<file path="src/rtl/uart_tx_module_pkg.sv">
// ============================================================================
// Module   : uart_tx_module_pkg
// Purpose  : Shared UART definitions: state encodings, default line settings
//            and frame constants, common to the transmit and receive paths.
// Revision : 1.0
// ============================================================================
`default_nettype none

package uart_tx_module_pkg;

    typedef enum logic [2:0] {
        ST_IDLE   = 3'd0,
        ST_START  = 3'd1,
        ST_DATA   = 3'd2,
        ST_PARITY = 3'd3,
        ST_STOP   = 3'd4
    } tx_state_e;

    localparam int unsigned c_def_clk_freq = 50_000_000;
    localparam int unsigned c_def_baud     = 9600;
    localparam logic [2:0]  c_last_idx     = 3'd7;

endpackage

`default_nettype wire

</file>
<file path="src/rtl/uart_tx_band_gen.sv">
// ============================================================================
// Module   : uart_tx_band_gen
// Purpose  : Bit-period counter; bit_tick marks the last cycle of each bit.
//            Held at zero while disabled so every bit starts a full period.
// Revision : 1.0
// ============================================================================
`default_nettype none

module uart_tx_band_gen #(
    parameter int unsigned CLKS_PER_BIT = 16
) (
    input  logic clk,
    input  logic rst,
    input  logic en,
    output logic bit_tick
);

    localparam int unsigned   c_cnt_w    = (CLKS_PER_BIT > 2) ? $clog2(CLKS_PER_BIT) : 1;
    localparam logic [c_cnt_w-1:0] c_terminal = c_cnt_w'(CLKS_PER_BIT - 1);

    logic [c_cnt_w-1:0] cnt_q;
    logic [c_cnt_w-1:0] cnt_d;

    always_comb begin
        cnt_d    = cnt_q;
        bit_tick = 1'b0;
        if (!en) begin
            cnt_d = '0;
        end else if (cnt_q == c_terminal) begin
            cnt_d    = '0;
            bit_tick = 1'b1;
        end else begin
            cnt_d = cnt_q + c_cnt_w'(1);
        end
    end

    always_ff @(posedge clk) begin
        if (rst) begin
            cnt_q <= '0;
        end else begin
            cnt_q <= cnt_d;
        end
    end

endmodule

`default_nettype wire

</file>
<file path="src/rtl/uart_tx_module.sv">
// ============================================================================
// Module   : uart_tx_module
// Purpose  : UART transmitter, 8N1 by default; define UART_TX_PARITY_EN for an
//            extra parity bit (sense chosen by PARITY_ODD). All outputs registered.
// Revision : 1.0
// ============================================================================
`default_nettype none

module uart_tx_module
    import uart_tx_module_pkg::*;
#(
    parameter int unsigned CLK_FREQ   = c_def_clk_freq,
    parameter int unsigned BAUD       = c_def_baud,
    parameter int unsigned PARITY_ODD = 0
) (
    input  logic       clk,
    input  logic       rst,
    input  logic       tx_en_sig,
    input  logic [7:0] tx_data,
    output logic       tx_pin_out,
    output logic       tx_busy,
    output logic       tx_done_sig
);

    localparam int unsigned CLKS_PER_BIT = CLK_FREQ / BAUD;

    generate
        if (CLKS_PER_BIT < 2 || PARITY_ODD > 1) begin : g_cfg_check
            $error("uart_tx_module: CLKS_PER_BIT must be >= 2 and PARITY_ODD must be 0 or 1");
        end
    endgenerate

`ifdef UART_TX_PARITY_EN
    localparam logic c_parity_odd = (PARITY_ODD != 0);
`endif

    tx_state_e  state_q, state_d;
    logic [2:0] idx_q, idx_d;
    logic [7:0] data_q, data_d;
    logic       pin_q, pin_d;
    logic       busy_q, busy_d;
    logic       done_q, done_d;
    logic       w_bit_tick;
    logic       w_count_en;

    assign w_count_en = (state_q != ST_IDLE);

    uart_tx_band_gen #(
        .CLKS_PER_BIT (CLKS_PER_BIT)
    ) u_band_gen (
        .clk      (clk),
        .rst      (rst),
        .en       (w_count_en),
        .bit_tick (w_bit_tick)
    );

    always_comb begin
        state_d = state_q;
        idx_d   = idx_q;
        data_d  = data_q;
        done_d  = 1'b0;
        pin_d   = 1'b1;

        case (state_q)
            ST_IDLE: begin
                if (tx_en_sig) begin
                    data_d  = tx_data;
                    idx_d   = '0;
                    state_d = ST_START;
                end
            end
            ST_START: begin
                if (w_bit_tick) state_d = ST_DATA;
            end
            ST_DATA: begin
                if (w_bit_tick) begin
                    if (idx_q == c_last_idx) begin
                        idx_d   = '0;
`ifdef UART_TX_PARITY_EN
                        state_d = ST_PARITY;
`else
                        state_d = ST_STOP;
`endif
                    end else begin
                        idx_d = idx_q + 3'd1;
                    end
                end
            end
`ifdef UART_TX_PARITY_EN
            ST_PARITY: begin
                if (w_bit_tick) state_d = ST_STOP;
            end
`endif
            ST_STOP: begin
                if (w_bit_tick) begin
                    state_d = ST_IDLE;
                    done_d  = 1'b1;
                end
            end
            default: state_d = ST_IDLE;
        endcase

        // Line level is decoded from the next state so the pin is a plain flop.
        case (state_d)
            ST_START:  pin_d = 1'b0;
            ST_DATA:   pin_d = data_d[idx_d];
`ifdef UART_TX_PARITY_EN
            ST_PARITY: pin_d = ^data_d ^ c_parity_odd;
`endif
            default:   pin_d = 1'b1;
        endcase

        busy_d = (state_d != ST_IDLE);
    end

    always_ff @(posedge clk) begin
        if (rst) begin
            state_q <= ST_IDLE;
            idx_q   <= '0;
            data_q  <= '0;
            pin_q   <= 1'b1;
            busy_q  <= 1'b0;
            done_q  <= 1'b0;
        end else begin
            state_q <= state_d;
            idx_q   <= idx_d;
            data_q  <= data_d;
            pin_q   <= pin_d;
            busy_q  <= busy_d;
            done_q  <= done_d;
        end
    end

    assign tx_pin_out  = pin_q;
    assign tx_busy     = busy_q;
    assign tx_done_sig = done_q;

endmodule

`default_nettype wire

</file>
<file path="config.mk">
export PLATFORM = sky130hd
export DESIGN_NAME = uart_tx_module
export DESIGN_NICKNAME = d
export VERILOG_FILES = /design/src/rtl/uart_tx_module_pkg.sv /design/src/rtl/uart_tx_band_gen.sv /design/src/rtl/uart_tx_module.sv
export SDC_FILE = /design/constraint.sdc
export NUM_CORES = 1
export LEC_CHECK = 0
export ABC_AREA = 1
export CAP_MARGIN = 10
export CORE_ASPECT_RATIO = 0.5
export CORE_UTILIZATION = 25
export DETAILED_ROUTE_END_ITERATION = 7
export PLACE_DENSITY = 0.45
export SLEW_MARGIN = 10
export SYNTH_ARGS = -nofsm -noshare
export SYNTH_HDL_FRONTEND = slang
export SYNTH_SLANG_ARGS = --single-unit
</file>
<file path="constraint.sdc">
create_clock -name clk -period 1.7 [get_ports clk]
set_input_delay 0.425 -clock clk [delete_from_list [all_inputs] [get_ports clk]]
set_output_delay 0.425 -clock clk [all_outputs]
set_load 0.02 [all_outputs]
</file>
# After elaboration in Yosys (flattened, before gate mapping)
# Cells that the tools add are included.
# totals
register_bits,30
latchBits,0
mem_bits_rw,0
rom_bits,0
in_bits,11
output_inout_bits,3
wordCells,42
memories,0
# op_classes
add_sub_neg,2
multipliers,0
div_mod_pow,0
order_cmp,1
eq_ne,7
shift,0
mux,18
bitwise,2
n_reduce_logical,5
# ops
op,n
3-bit 2-to-1 mux,8
8-bit 2-to-1 mux,2
13-bit by 1-bit adder with 13-bit output (second input constant),1
13-bit equality test (second input constant),1
3-bit case mux with 4 select lines,1
3-bit by 1-bit equality test with 1-bit output (second input constant),2
3-bit by 2-bit equality test with 1-bit output (second input constant),2
3-bit equality test (second input constant),2
3-bit case mux with 2 select lines,1
3-bit nonzero test,2
3-bit by 4-bit less-than comparator with 1-bit output (second input constant),1
1-bit 2-to-1 mux,4
3-bit by 1-bit adder with 3-bit output (second input constant),1
1-bit binary-select mux with 3-bit select,1
3-bit logical NOT,1
3-bit OR reduction,1
1-bit NOT,2
1-bit case mux with 2 select lines,1
2-bit OR reduction,1

# Logic depth before layout (Yosys ltp)
# Gate-level depths: netlist of run 1.
# depth
word_depth,8
ltp_mapped,13
ltp_nobuf,13

# By module
# From an unflattened synthesis of run 1, not the netlist that was laid out.
# hier_totals
cells_unflattened,234
hier_area_um2,1611.5
# by_module_without_submodules
mod,instances,cells_per_inst,area_each_um2,seq_area_each_um2
uart_tx_module,1,137,948.4,340.3
uart_tx_band_gen,1,97,663.1,260.2

# Least setup slack after synthesis of run 1
# OpenSTA, ideal clock, no wires.
# synth_path
kind,flip-flop to flip-flop
from,register u_band_gen.cnt_q[0]
to,"register pin_q, in the netlist tx_pin_out"
setup_time_ns,0.114
arrival_ns,1.447
t_required_ns,1.586
setup_slack_ns,0.139
stages_incl_launch_ff,12
path_buffers,0
period_less_slack_ns,1.561
cell_sequence,dfxtp_1 > ha_1 > nand4_1 > nor2_2 > nand2_1 > or2_0 > o211ai_2 > nand2_1 > clkinv_1 > nand3_1 > nand3_1 > nand2_1
# synth_between
elab_chain_cells,8
elab_cells_between_ends,14
cone_classes,3 x eq/ne; 11 x mux
# synth_rtl
item,line_no,rtl
"start, declared",uart_tx_band_gen.sv:21,logic [c_cnt_w-1:0] cnt_q;
"start signal, assigned",uart_tx_band_gen.sv:41,cnt_q <= cnt_d;
13-bit equality test *,uart_tx_band_gen.sv:29,end else if (cnt_q == c_terminal) begin
1-bit 2-to-1 mux *,uart_tx_band_gen.sv:29,
1-bit 2-to-1 mux *,uart_tx_band_gen.sv:27,if (!en) begin
3-bit 2-to-1 mux,uart_tx_module.sv:76,if (w_bit_tick) begin
3-bit case mux with 2 select lines,uart_tx_module.sv:64,case (state_q)
1-bit binary-select mux with 3-bit select,uart_tx_module.sv:106,ST_DATA: pin_d = data_d[idx_d];
1-bit 2-to-1 mux (not written as such),uart_tx_module.sv:106,
1-bit case mux with 2 select lines *,uart_tx_module.sv:104,case (state_d)
"end signal, assigned",uart_tx_module.sv:128,pin_q <= pin_d;
"end, declared",uart_tx_module.sv:40,"logic pin_q, pin_d;"
# Mark *: on every way between the ends. The rest lies on a longest branch, timed or not. The select of a mux whose other input is x is not followed.
# A chain may end at the register's enable or synchronous reset.

# Final worst setup path of run 1
# Ends and elaborated chain as after synthesis.

==> flow_summary.ini, run 1 <==
[outcome]
status = complete, no violations

[layout]
area_growth_pct = 39.85
insertedDiodeCount = 0
seq_area_um2 = 604.3
n_fill_cell = 576
layout_common_cells = dfxtp_1 (27), nand2_1 (26), nor2_1 (26)
multi_input_area_um2 = 843.3
drive_above_1_share = 0.3096
final_common_cell = dfxtp_1
stdcell_count = 312
fin_nets = 254

[place]
place_congestion = 0.8042
port_buffers = 13
post-place-cells = 305
hpwlAfterDp_um = 2503

[clock_network]
clockBufferDepth = 2
cts.sinks = 30
cts.hold.buffers_added = 0
h-tree-depth = 2
cts-root-buf = clkbuf_16
path_clk_slew_ns = 0.05
worst_skew_pair.late_latency_ns = 0.27
cts_buffers = 5
cts_tree = yes

[power]
switching_share = 0.2133
p_clk_frac = 0.474
switching_power_uw = 377.1
irDropWorstVdd_uv = 374.8
comb_power_share = 0.108
seqPwrFrac = 0.417
intPower_uw = 1391
p_leak_uw = 0.0008385
p_per_area_nw_per_um2 = 840.7

[routing]
dr.pass1.iters = 4
antenna_left = 0
viasPerCell = 4.365
routed_wl_um = 3291
routedWlPerCell_um = 10.55
drc_errors = 0
drt_first_iter_violations = 40
vias = 1362

[floorplan]
die_x_um = 111.7
io_pins = 14
rows = 19
die-area_um2 = 6349
die_h_um = 56.85
initial_core_util = 0.2669
core_um2 = 5634

[timing]
hold_violations = 0
period_share = 0.9630
setup_viol = 0
slew_viol_final = 0
tns_ns = 0
max_freq_mhz = 610.8
fin_crit_ns = 1.637
worst_clock_skew_ns = 0.005864
slew_headroom = 0.7738
worst_pin_slew_ns = 0.3364
rsz0062_at_grt = yes

[global_route]
grt_max_degree = 18
antenna_found_initial = 0
grt_pass1_wl_um = 5775
track_usage = 0.1152
gr-total-overflow = 0
grt_pass1_vias = 1356

[worst_hold_path]
hp-class = reg -> reg

[worst_setup_path]
critPathMaxFanout = 4
start_kind = flop
cp-end-kind = flop
crit_required_ns = 1.86
arrival_ns = 1.79
critPathKind = reg -> reg

[logic_synthesis]
ys_seq_area_frac = 0.3993
synth_cells = 202
avgSynthCellArea_um2 = 7.445
synthDistinctLibCells = 31
synth_seq_cells = 30
yosysWarnings = 0
syn_nets = 216
syn_area_um2 = 1504

[flow_run]
cap_violations = 0
## routing by layer
metal	wire (um)	GRT usage	up-vias	share of wire
met5	0	0	-	0
met4	30	0.02896	0	0.0091
met3	102	0.04212	4	0.031
met2	1507	0.1899	17	0.46
met1	1651	0.1427	614	0.50
li1	-	-	727	-
## timing repair
action	4_1_cts	5_1_grt
gates resized for setup	1	25
setup buffers	0	1
pin swaps	1	7
setup endpoints to repair	1	5
hold endpoints to repair	0	0
## worst max-delay path, cell delays in order, from the launching register on
cell and delay [ns]:
dfxtp_2 0.35, ha_4 0.16, nand4_1 0.09, nor2_2 0.19, nand2_2 0.10, or2_0 0.24
o211ai_2 0.07, nand2_2 0.09, inv_2 0.06, nand3_2 0.07, nand3_2 0.06, nand2_1 0.04
## through the flow
stage               setup slack, ns  utilization  area (um^2)  total power (uW)  hold WS (ns)
floorplan                    0.1391            -         1504             838.1        0.4295
global placement            -0.1846       0.3324         1873             921.9        0.4920
detailed placement          -0.1976       0.3324         1873             923.3        0.4989
CTS                        0.002957       0.3575         2014              1777        0.5069
global route               -0.07470       0.3733         2103              1865        0.5260
finish                      0.06287       0.3733         2103              1768        0.5025
## Yosys cell counts
cell	count	share of area
dfxtp_1	30	0.40
nand2_1	29	0.072
nor2_1	29	0.072
inv_1	24	0.060
nand3_1	15	0.050
a21oi_1	10	0.033
o21ai_0	9	0.030
nand2_2	6	0.025
inv_2	5	0.012
mux2i_1	5	0.033
nand4_1	5	0.021
nand3_2	4	0.027
nor3_1	4	0.013
ha_1	3	0.025
nor2_4	3	0.022
o21a_1	3	0.015
clkbuf_1	2	0.0050
nor2_2	2	0.0083
o21ai_1	2	0.0067
a31oi_1	1	0.0042
buf_1	1	0.0025
buf_6	1	0.0075
clkinv_1	1	0.0025
clkinv_2	1	0.0033
nor3_2	1	0.0067
nor3_4	1	0.011
nor4_2	1	0.0083
o211ai_2	1	0.0083
o21bai_1	1	0.0050
or2_0	1	0.0042
xor2_1	1	0.0058
## kinds of logic (layout without fill, tap and decap cells)
family          after synthesis  after routing  synth area share
flops                        30             30            0.3993
simple gates                101            101            0.3411
mux                           5              5           0.03328
xor+xnor                      1              1          0.005825
fa+ha+maj                     3              3           0.02496
compound gates               27             27            0.1023
buf+inv                      35             72           0.09318
## final timing paths
path / from / endpoint / slack, ns / cells after the start
worst min-delay path: u_band_gen.cnt_q[11] / u_band_gen.cnt_q[11] / 0.50 / 2
worst max-delay path: u_band_gen.cnt_q[0] / tx_pin_out / 0.06 / 11
worst min register to register: u_band_gen.cnt_q[11] / u_band_gen.cnt_q[11] / 0.50 / 2
worst max register to register: u_band_gen.cnt_q[0] / tx_pin_out / 0.06 / 11
## power by group through the flow
stage | Combinational, uW | Sequential (uW) | Clock (uW)
2_1_floorplan | 85.3 | 753 | 0
3_3_place_gp | 174 | 748 | 0
3_5_place_dp | 175 | 749 | 0
4_1_cts | 176 | 734 | 866
5_1_grt | 212 | 739 | 914
6_report | 192 | 738 | 839
## sequential cells by signal (all words and copies together) (netlist names)
signal / flops
tx_busy: 1
idx_q: 3
state_q: 3
data_q: 8
u_band_gen.cnt_q: 13
tx_pin_out: 1
tx_done_sig: 1
## area by class of cell
cell class,instances,share of cell area
multi-input cells,137,0.4010
flip-flops and latches,30,0.2873
repair buffers,35,0.1463
clock buffers,6,0.06603
inverters,31,0.05592
well taps,73,0.04343
Power figures use the tool's default switching activity.
==> run 2: changes to the inputs <==
--- a/config.mk
+++ b/config.mk
@@ -6,11 +6,11 @@
 export NUM_CORES = 1
 export LEC_CHECK = 0
 export ABC_AREA = 1
-export CAP_MARGIN = 10
+export CAP_MARGIN = 20
 export CORE_ASPECT_RATIO = 0.5
 export CORE_UTILIZATION = 25
 export DETAILED_ROUTE_END_ITERATION = 7
-export PLACE_DENSITY = 0.45
+export PLACE_DENSITY_LB_ADDON = 0.3
 export SLEW_MARGIN = 10
 export SYNTH_ARGS = -nofsm -noshare
 export SYNTH_HDL_FRONTEND = slang
==> run 2 against run 1 <==
  * Via count decreased by 1.6%
  * Sequential power hardly changed
  * Global-route usage shrank 1.4 points
  * Highest routed layer unchanged
  * Total power up 0.31%
  * Critical path depth up 1
  * Utilization is 0.13 points higher
  * Largest power group unchanged
  * Critical endpoint unchanged
==> flow_summary.ini, run 2 (same netlist as run 1, synthesis figures left out) <==
[outcome]
status = complete, no violations

[layout]
final_common_cell = nor2_1
largest_register_ffs = 13
area_growth_pct = 40.35
n_fill_cell = 585
layout_common_cells = nor2_1 (26), nand2_1 (25), inv_1 (24), dfxtp_1 (24), buf_4 (17)
regMostFlops = u_band_gen.cnt_q
insertedDiodeCount = 0
drive_above_1_share = 0.3122
reg.largest.list = u_band_gen.cnt_q (13), data_q (8)
fin_nets = 250
stdcell_count = 310

[global_route]
busiest_layer = met2
grt_use_met3 = 0.03996
met1_usage = 0.1145
grt_pass1_wl_um = 5064
track_usage = 0.1007
grt_pass1_vias = 1232
grt_max_degree = 18
antenna_found_initial = 0
gr-total-overflow = 0
grtUsageMet2 = 0.1739

[worst_setup_path]
ff2ff_path_depth = 12
setup.worst_path.start = u_band_gen.cnt_q[1]
timing.rr.start = u_band_gen.cnt_q[1]
critPathKind = reg -> reg
cp-end-kind = flop
regToRegSetupSlack_ns = 0.08
arrival_ns = 1.78
critPathMaxFanout = 5
start_kind = flop
critPathCapture = tx_pin_out
worstReg2RegEnd = tx_pin_out
crit_required_ns = 1.86

[routing]
drc_errors = 0
drt_first_iter_violations = 56
antenna_left = 0
viasPerCell = 4.323
vias = 1340
dr.pass1.iters = 4
routedWlPerCell_um = 9.974
routed_wl_um = 3092

[clock_network]
cts.sinks = 30
h-tree-depth = 2
path_clk_slew_ns = 0.05
worst_skew_pair.late_latency_ns = 0.27
cts.hold.buffers_added = 0
clockBufferDepth = 2
cts_tree = yes
cts_buffers = 5
cts-root-buf = clkbuf_16

[floorplan]
die_x_um = 111.7
initial_core_util = 0.2669
io_pins = 14
die-area_um2 = 6349
core_um2 = 5634
die_h_um = 56.85
rows = 19

[power]
p_leak_uw = 0.0008419
total_power_uw = 1774
irDropWorstVdd_uv = 410.8
p_per_area_nw_per_um2 = 840.3

[timing]
hold_violations = 0
tns_ns = 0
period_share = 0.9545
fin_crit_ns = 1.623
worst_clock_skew_ns = 0.003187
slew_headroom = 0.7866
slew_viol_final = 0
setup_viol = 0
worst_pin_slew_ns = 0.3167
max_freq_mhz = 616.2

[place]
hpwlAfterDp_um = 2305
post-place-cells = 298
place_congestion = 0.7784
port_buffers = 13

[worst_hold_path]
hp-class = reg -> reg
holdPathStages = 2

[flow_run]
cap_violations = 0
[run 2: cell count changes in the layout (fill, tap and decap cells not counted), moves of 2 or more]
cell	delta
ha_1	-2
buf_4	-4
mux2i_1	+2
mux2i_2	-3
dfxtp_2	+3
ha_2	+2
dfxtp_1	-3
[run 2: area by class of cell]
class	count	area (um^2)	share of cell area
Multi-Input combinational cell	137	868.3	0.4114
Inverter	31	117.6	0.05572
Clock inverter	1	5.005	0.002371
Sequential cell	30	608.1	0.2881
Clock buffer	7	142.6	0.06758
Timing Repair Buffer	31	277.8	0.1316
Tap cell	73	91.34	0.04327
[run 2: worst max-delay path: stages (launching register included)]
cell	delay [ns]
dfxtp_2	0.35
ha_4	0.15
nand4_1	0.11
nor2_2	0.19
nand3_1	0.12
nand3_2	0.11
nand2_4	0.08
nand2_4	0.08
nand2_1	0.06
nand3_1	0.10
nand3_2	0.08
nand3_2	0.05
nand2_1	0.04
[run 2: worst min path at each step]
stage | to | from | slack, ns
after floorplan | u_band_gen.cnt_q[0] | u_band_gen.cnt_q[0] | 0.43
after global placement | data_q[6] | data_q[6] | 0.49
after detailed placement | u_band_gen.cnt_q[11] | u_band_gen.cnt_q[11] | 0.50
after CTS | u_band_gen.cnt_q[11] | u_band_gen.cnt_q[11] | 0.51
after global routing | data_q[4] | data_q[4] | 0.53
final | u_band_gen.cnt_q[9] | u_band_gen.cnt_q[8] | 0.50
[run 2: per-layer routing]
metal / up-vias / wire, um / share of wire
met2: 13 / 1426 / 0.46
met5: - / 0 / 0
li1: 719 / - / -
met3: 4 / 106 / 0.034
met1: 604 / 1524 / 0.49
met4: 0 / 34 / 0.011
[run 2: through the flow]
stage	area [um^2]	hold WS, ns	worst slack, ns	utilization
after floorplan	1504	0.4295	0.1391	-
after global placement	1821	0.4907	-0.1513	0.3231
after detailed placement	1821	0.5004	-0.1866	0.3231
after CTS	1971	0.5096	0.01069	0.3498
after global routing	2111	0.5331	-0.01178	0.3746
final	2111	0.5039	0.07727	0.3746
[run 2: repair_timing]
action	4_1_cts	5_1_grt
endpoints found under the setup margin	1	4
pin swaps	0	10
setup buffers	0	4
gates resized for setup	1	31
gates cloned	0	0
[run 2: power by group]
| group | total, uW | internal (uW) | switching (uW) |
|---|---|---|---|
| combinational | 177 | 89.6 | 87.6 |
| sequential | 737 | 727 | 9.71 |
| clock | 859 | 578 | 281 |
| total | 1770 | 1400 | 379 |
==> run 3: changes to the inputs <==
--- a/config.mk
+++ b/config.mk
@@ -7,10 +7,12 @@
 export LEC_CHECK = 0
 export ABC_AREA = 1
 export CAP_MARGIN = 20
-export CORE_ASPECT_RATIO = 0.5
+export CORE_ASPECT_RATIO = 1.2
+export CORE_MARGIN = 2
 export CORE_UTILIZATION = 25
 export DETAILED_ROUTE_END_ITERATION = 7
 export PLACE_DENSITY_LB_ADDON = 0.3
+export SKIP_CTS_REPAIR_TIMING = 1
 export SLEW_MARGIN = 10
 export SYNTH_ARGS = -nofsm -noshare
 export SYNTH_HDL_FRONTEND = slang
==> run 3 against run 2 <==
  * Sequential cell count unchanged
  * Cell count increased by 5.2%
  * Sequential power about the same
  * Critical path type unchanged
==> flow_summary.ini, run 3 (same netlist as run 1, synthesis figures left out) <==
[worst_setup_path]
path_delay_family = simple AND/OR/NAND/NOR gates
critPathKind = reg -> reg
start_kind = flop
crit_slowest_cell = dfxtp_2
critPathMaxFanout = 4
crit_path_max_incr_delay_ns = 0.35
ff2ff_path_depth = 11
arrival_ns = 1.80
crit_required_ns = 1.87
path_depth = 11
path_cells = ha_4, nand4_1, nor2_2, nand2_2, or2_0, o211ai_2, nand2_2, inv_2, nand3_2, nand3_2, nand2_1
crit_buf_inv = 1
cp-end-kind = flop

[clock_network]
cts-root-buf = clkbuf_8
cts_buffers = 5
h-tree-depth = 2
cts.sinks = 30
worst_skew_pair.late_latency_ns = 0.28
path_clk_slew_ns = 0.06
cts_tree = yes
clockBufferDepth = 2

[layout]
area_growth_pct = 39.68
drive_above_1_share = 0.3130
largest_register_ffs = 13
reg.largest.list = u_band_gen.cnt_q (13), data_q (8)
fin_nets = 259
insertedDiodeCount = 0
fin_area_um2 = 2101
final_common_cell = nor2_1
regMostFlops = u_band_gen.cnt_q
layout_common_cells = nor2_1 (28), nand2_1 (26), buf_4 (26)
stdcell_count = 326

[timing]
max_freq_mhz = 614.7
period_share = 0.9569
rsz0062_at_grt = yes
setup_slack_ns = 0.07321
slew_headroom = 0.7779
setup_viol = 0
hold_violations = 0
worst_pin_slew_ns = 0.3304
whs_ns = 0.5067
worst_clock_skew_ns = 0.005870
fin_crit_ns = 1.627
slew_viol_final = 0

[power]
p_clk_frac = 0.385
total_power_uw = 1510
switching_power_uw = 354.4
intPower_uw = 1156
p_leak_uw = 0.0008425
comb_power_share = 0.128
p_per_area_nw_per_um2 = 718.8
irDropWorstVdd_uv = 379.4
switching_share = 0.2347
seqPwrFrac = 0.487

[routing]
drc_errors = 0
routedWlPerCell_um = 9.896
antenna_left = 0
drt_first_iter_violations = 80
routed_wl_um = 3226
dr.pass1.iters = 4
vias = 1407
viasPerCell = 4.316

[global_route]
grt_pass1_vias = 1261
grt_pass1_wl_um = 5382
track_usage = 0.1080
grt_max_degree = 18
gr-total-overflow = 0
antenna_found_initial = 0

[outcome]
status = complete, no violations

[floorplan]
initial_core_util = 0.2619
die-area_um2 = 6655
die_x_um = 74.81
die_h_um = 88.97
io_pins = 14
rows = 30
core_um2 = 5743

[place]
dpl_worst_slack_ns = -0.1838
port_buffers = 13
hpwlAfterDp_um = 2482
place_congestion = 0.7608
post-place-cells = 313
dpl-instance-area_um2 = 1889

[worst_hold_path]
hp-class = reg -> reg
holdPathStages = 2

[flow_run]
cap_violations = 0
==> run 3: changes by cell type in the layout (fill, tap and decap cells not counted), moves of 2 or more <==
cell / delta
buf_4: +9
nand3_2: +2
nor2_1: +2
o21ai_1: +3
nor2_2: -2
clkbuf_16: -5
o21ai_2: -2
clkbuf_8: +5
==> run 3: worst min-delay path: stages, from the launching register on <==
cell and delay, ns:
dfxtp_1 0.32, inv_1 0.08, a21oi_1 0.06
==> run 3: layer usage <==
layer	up-vias	global-route usage	wire, um
met3	10	0.03495	97
met1	635	0.1198	1331
met5	-	0	0
met2	24	0.1842	1713
met4	0	0.05357	84
li1	738	-	-
==> run 3: worst paths after layout <==
| check | slack [ns] | start | endpoint |
|---|---|---|---|
| worst max register to register | 0.07 | u_band_gen.cnt_q[1] | tx_pin_out |
| worst max-delay path | 0.07 | u_band_gen.cnt_q[1] | tx_pin_out |
| worst min-delay path | 0.51 | u_band_gen.cnt_q[11] | u_band_gen.cnt_q[11] |
| worst min register to register | 0.51 | u_band_gen.cnt_q[11] | u_band_gen.cnt_q[11] |
==> run 3: area by class of cell <==
cell class,instances,area (um^2)
Multi-Input combinational cell,137,839.6
Fill cell,612,3642
Clock buffer,7,86.33
Inverter,31,117.6
Timing Repair Buffer,40,345.3
Clock inverter,1,5.005
Sequential cell,30,606.8
Tap cell,80,100.1
==> run 3: through the flow <==
stage,TNS [ns],utilization
final,0,0.3658
after detailed placement,-0.2992,0.3290
after global placement,-0.2543,0.3290
after CTS,-0.001860,0.3449
after floorplan,0,-
after global routing,-0.05407,0.3658
==> run 3: power groups by stage <==
stage | Sequential, uW | Clock (uW) | Combinational, uW
CTS | 733 | 604 | 182
floorplan | 753 | 0 | 85.3
detailed placement | 748 | 0 | 182
global route | 737 | 634 | 215
global placement | 748 | 0 | 181
finish | 736 | 582 | 193
